`config.mk`:
```
export PLATFORM = sky130hd
export DESIGN_NAME = mem_arbiter
export DESIGN_NICKNAME = d
export VERILOG_FILES = /design/src/rtl/mem_arbiter.sv
export SDC_FILE = /design/constraint.sdc
export NUM_CORES = 1
export LEC_CHECK = 0
export BUFFER_PORTS_ARGS = -buffer_cell sky130_fd_sc_hd__buf_4
export CAP_MARGIN = 20
export CELL_PAD_IN_SITES_DETAIL_PLACEMENT = 1
export CELL_PAD_IN_SITES_GLOBAL_PLACEMENT = 1
export CORE_MARGIN = 5
export CORE_UTILIZATION = 24
export DETAILED_ROUTE_END_ITERATION = 6
export PLACE_DENSITY = 0.88
export SLEW_MARGIN = 0
export SYNTH_ARGS = -nofsm -noshare
export SYNTH_HDL_FRONTEND = slang
export SYNTH_SLANG_ARGS = --single-unit
```
`constraint.sdc`:
```
create_clock -name clk -period 2 [get_ports clk]
set_clock_uncertainty 0.05 [all_clocks]
set_input_delay 0.3 -clock clk [delete_from_list [all_inputs] [get_ports clk]]
set_output_delay 0.3 -clock clk [all_outputs]
set_load 0.005 [all_outputs]
```
`src/rtl/mem_arbiter.sv`:
```
// Round-robin memory arbiter with a post-reset tape clear and a
// fixed 2-cycle read-response pipeline routed back to the requesting core.
module mem_arbiter #(
    parameter int unsigned NCORES      = 4,
    parameter int unsigned CLEAR_DEPTH = 256
) (
    input  logic                   clk,
    input  logic                   rst_n,
    input  logic [NCORES-1:0]      req,
    input  logic [NCORES-1:0]      we,
    input  logic [NCORES*16-1:0]   addr,
    input  logic [NCORES*16-1:0]   wdata,
    output logic [NCORES-1:0]      gnt,
    output logic                   mem_en,
    output logic                   mem_we,
    output logic [15:0]            mem_addr,
    output logic [15:0]            mem_wdata,
    input  logic [15:0]            mem_rdata,
    output logic [NCORES-1:0]      rsp_valid,
    output logic [15:0]            rsp_data,
    output logic                   busy
);

    localparam int unsigned DW       = 16;
    localparam int unsigned AW       = 16;
    localparam int unsigned PW       = $clog2(NCORES);
    localparam int unsigned CLR_LAST = (CLEAR_DEPTH == 0) ? 0 : CLEAR_DEPTH - 1;
    localparam logic        CLR_EN   = (CLEAR_DEPTH != 0);

    typedef enum logic {
        ST_CLEAR = 1'b0,
        ST_RUN   = 1'b1
    } state_e;

    state_e              state_q, state_d;
    logic [AW-1:0]       cnt_q, cnt_d;
    logic [PW-1:0]       rr_q, rr_d;
    logic                rd_v1_q, rd_v1_d;
    logic [PW-1:0]       rd_id1_q, rd_id1_d;
    logic [NCORES-1:0]   rsp_valid_q, rsp_valid_d;

    logic [AW-1:0]       addr_a  [NCORES];
    logic [DW-1:0]       wdata_a [NCORES];
    logic                win_any;
    logic [PW-1:0]       win_idx;
    logic [PW-1:0]       cand;
    logic [NCORES-1:0]   win_onehot;
    logic [PW-1:0]       rr_next;

    // Unpack the flat per-core address and data buses
    for (genvar k = 0; k < NCORES; k++) begin : g_unpack
        assign addr_a[k]  = addr[k*16 +: 16];
        assign wdata_a[k] = wdata[k*16 +: 16];
    end

    // First requesting core at or above rr_q, wrapping around
    always_comb begin
        win_any = 1'b0;
        win_idx = '0;
        cand    = '0;
        for (int unsigned i = 0; i < NCORES; i++) begin
            cand = PW'((32'(rr_q) + i) % NCORES);
            if (!win_any && req[cand]) begin
                win_any = 1'b1;
                win_idx = cand;
            end
        end
    end

    assign win_onehot = NCORES'(1) << win_idx;
    assign rr_next    = (win_idx == PW'(NCORES - 1)) ? '0 : win_idx + PW'(1);

    // Next state, memory port drive and response-pipeline entry
    always_comb begin
        state_d   = state_q;
        cnt_d     = cnt_q;
        rr_d      = rr_q;
        rd_v1_d   = 1'b0;
        rd_id1_d  = rd_id1_q;
        gnt       = '0;
        mem_en    = 1'b0;
        mem_we    = 1'b0;
        mem_addr  = '0;
        mem_wdata = '0;
        busy      = 1'b0;
        case (state_q)
            ST_CLEAR: begin
                busy     = 1'b1;
                // Gate with rst_n so the bus is quiet while reset is held
                mem_en   = CLR_EN & rst_n;
                mem_we   = CLR_EN & rst_n;
                mem_addr = cnt_q;
                cnt_d    = cnt_q + AW'(1);
                if (cnt_q == AW'(CLR_LAST)) begin
                    state_d = ST_RUN;
                end
            end
            ST_RUN: begin
                if (win_any) begin
                    gnt       = win_onehot;
                    mem_en    = 1'b1;
                    mem_we    = we[win_idx];
                    mem_addr  = addr_a[win_idx];
                    mem_wdata = wdata_a[win_idx];
                    rr_d      = rr_next;
                    rd_v1_d   = ~we[win_idx];
                    rd_id1_d  = win_idx;
                end
            end
            default: state_d = ST_CLEAR;
        endcase
    end

    // Second response stage decodes the stored core id to a one-hot strobe
    always_comb begin
        rsp_valid_d = '0;
        if (rd_v1_q) begin
            rsp_valid_d = NCORES'(1) << rd_id1_q;
        end
    end

    // State, pointer and response pipeline registers
    always_ff @(posedge clk or negedge rst_n) begin
        if (!rst_n) begin
            state_q     <= ST_CLEAR;
            cnt_q       <= '0;
            rr_q        <= '0;
            rd_v1_q     <= 1'b0;
            rd_id1_q    <= '0;
            rsp_valid_q <= '0;
        end else begin
            state_q     <= state_d;
            cnt_q       <= cnt_d;
            rr_q        <= rr_d;
            rd_v1_q     <= rd_v1_d;
            rd_id1_q    <= rd_id1_d;
            rsp_valid_q <= rsp_valid_d;
        end
    end

    assign rsp_valid = rsp_valid_q;
    assign rsp_data  = mem_rdata;

endmodule

```
==> metrics <==
failing checks=setup timing; Max VDD drop=0.265 mV; Flop pwr share=27.9%; largest net degree at the start of global routing=30; Starting DRT DRC Count=178; grt total ovfl=0; Worst Setup Start Kind=flip-flop; pins over their slew limit=0; sequential area share after synthesis=24.7%; Worst EP arrival=2.08 ns; DRT Wirelength=11.9 mm; Die H=115 um; count of cell types in the netlist=44; slowest library cell on the worst path=dfrtp_2; critical-path maximum fanout=8; most common cell after layout, fill and taps aside=buf_4; RSZ-0062 raised after global routing=yes; worst min-delay path class=primary input to flip-flop; total track usage=16.6%; Inserted Clock Buffers=3; Worst Setup End Kind=output port; Site Rows=38; Worst Path Class, Setup=flip-flop to output port; Int Power=0.00135 W; met1 usage=18.0%; clk slew on worst S/H paths=0.08 ns; Worst-Margin Slew=0.524 ns; Synth area leader=dfrtp_1; P_leak=2.26 nW; Post-Synthesis Cells=309; reg2reg start=rr_q[1]; via count=3,160; Storage cell area=653 sq um; post-route ant nets=0; final worst slack=-0.433 ns; worst path bufs/invs=4; synth top area cells=dfrtp_1, mux2i_1, nand2_1; # IOs=213; CTS tree=done; data required time of the critical path=1.65 ns; most frequent cells in the layout=buf_4, nand2_1, mux2i_1, dfrtp_1, and3_1; final worst path period need=2.43 ns; Final Cycle Share=122%; area of the multi-input gates=1920 sq um; YS warnings=0; DR DRC count=0; port bufs=180; M2 GR Usage=33.1%; core area=10,800 sq um; WL per Instance=18.9 um; most frequent CP cell=buf_12; Critical Path Source=rr_q[1]; post-synthesis cell area=2640 sq um; switching pwr=0.000600 W; Post-Syn Nets=468; placed cell area=4170 sq um; gp weighted congestion=0.918; busiest grt layer=met2; # setup viols final=37; share of layout cells above drive strength 1=55.9%; flip-flop and latch count after synthesis=26; Power Dens Cells=420 nW/um^2; switch share=30.8%; initial antenna violation count=0; GR Util met3=2.84%; relative slew slack=65.0%; Cell Chain, Critical Path=nor2b_4, o21ai_2, o211a_4, inv_4, buf_12, buf_12, mux2i_4, o221ai_2, buf_4; Sink Count=26; Synth Area per Inst=8.53 sq um; vias per cell=5.00; clock tree root driver cell=clkbuf_8; Chip Width=115 um; Hold Path Origin=we[1]; highest clock rate=0.411 GHz; final hold viol count=0; CTS Buffer Depth=2; CP peak stage delay=0.45 ns; vias in the first global route=3,487; combinational power share=49.8%; max cap viols=0; first-pass GRT wire length=17.7 mm; dpl hpwl=9.19 mm; full die area=13,200 sq um; clk_lat worst skew=0.27 ns; Clock Power Share=22.3%; Layout area overhead=76.4%; run status=complete, but fails checks; design area=4650 sq um; Starting Density=24.4%; Pre-Repair DR Iteration Count=4; fin util=43.1%; n_diodes=0; Synth top area share=24.7%; CP delay by family, top=compound AO/OA/AOI/OAI gates; H-tree Lvls=1; # nets final=652; fillers=1,271
registers in the layout, summed over array words and instances, names as in the netlist:
signal and count:
rr_q 2, rd_v1_q 1, rsp_valid 4, cnt_q 16, state_q 1, rd_id1_q 2
logic make-up (layout without fill, tap and decap cells):
group           count (synthesis)  in the layout  synth area share (%)
compound gates                 60             60                  21.3
buf+inv                        45            228                  10.6
mux                            34             34                  13.0
flops                          26             26                  24.7
fa+ha+maj                       5              5                  2.37
xor+xnor                       15             15                  4.98
simple gates                  124            124                  23.1
final timing paths:
check                                to  slack (ns)  cells after the start
setup / recovery           mem_addr[15]       -0.43                      9
hold / removal                  rd_v1_q        0.38                      3
setup reg to reg                rd_v1_q        0.21                      8
hold reg to reg            rsp_valid[1]        0.44                      1
max in group asynchronous       rr_q[0]        1.03                      3
min in group asynchronous      cnt_q[4]        0.58                      3
tightest hold or removal path, delay by kind of cell:
kind,cells,cell delay [ns]
AOI/OAI and AO/OA,1,0.22
buffers and inverters,1,0.08
muxes,1,0.07
final cells by class:
| type | instances | share of cell area [%] |
|---|---|---|
| tap | 140 | 3.77 |
| inverter | 5 | 0.565 |
| clock buffer | 3 | 0.888 |
| sequential | 26 | 14.0 |
| clock inverter | 1 | 0.646 |
| multi-input combinational | 238 | 41.3 |
| timing repair buffer | 219 | 38.8 |
timing repair:
item,4_1_cts,5_1_grt
buffers inserted,6,1
endpoints found under the hold margin,26,0
gates resized for setup,28,27
endpoints found under the setup margin,37,37
cloned,3,1
pin swaps,27,12
hold buffers,1,0
power by group through the flow:
| stage | Clock (W) | Combinational [W] | Sequential (W) |
|---|---|---|---|
| floorplan | 0 | 0.000398 | 0.000550 |
| global placement | 0 | 0.000715 | 0.000551 |
| detailed placement | 0 | 0.000748 | 0.000553 |
| CTS | 0.000446 | 0.000897 | 0.000542 |
| global route | 0.000468 | 0.00104 | 0.000545 |
| finish | 0.000436 | 0.000973 | 0.000544 |
Yosys cell counts, drive strengths merged:
| master | count |
|---|---|
| clkbuf | 9 |
| nand2b | 3 |
| nand4 | 2 |
| a211oi | 16 |
| mux2i | 33 |
| buf | 31 |
| xnor2 | 14 |
| dfrtp | 26 |
| and4 | 1 |
| a21o | 1 |
| and2 | 7 |
| nor2 | 6 |
| nand2 | 67 |
| and3b | 2 |
| o21ai | 3 |
| nor4bb | 1 |
| nor4 | 3 |
| mux2 | 1 |
| nor2b | 2 |
| o211a | 2 |
| nand3 | 7 |
| o221a | 1 |
| ha | 5 |
| inv | 5 |
| a311oi | 16 |
| nor3b | 2 |
| a21boi | 1 |
| xor2 | 1 |
| a41o | 1 |
| o211ai | 2 |
| and3 | 20 |
| nand3b | 1 |
| o21a | 1 |
| o221ai | 16 |
per-layer routing:
| metal | routed length (um) | up-vias |
|---|---|---|
| met4 | 228 | 0 |
| met2 | 6660 | 121 |
| met3 | 796 | 18 |
| li1 | - | 1485 |
| met1 | 4270 | 1536 |
| met5 | 0 | - |
metrics by stage:
stage / setup WS [ns] / setup TNS [ns] / cells / hold WS [ns] / power, W
floorplan: 0.0384 / 0 / 309 / -0.0456 / 0.000948
global placement: -0.0952 / -1.92 / 616 / 0.276 / 0.00127
detailed placement: -0.207 / -4.54 / 616 / 0.278 / 0.00130
CTS: -0.423 / -13.71 / 630 / 0.384 / 0.00188
global route: -0.499 / -17.14 / 632 / 0.399 / 0.00206
finish: -0.433 / -13.57 / 632 / 0.385 / 0.00195
(Power assumes the default switching activity.)
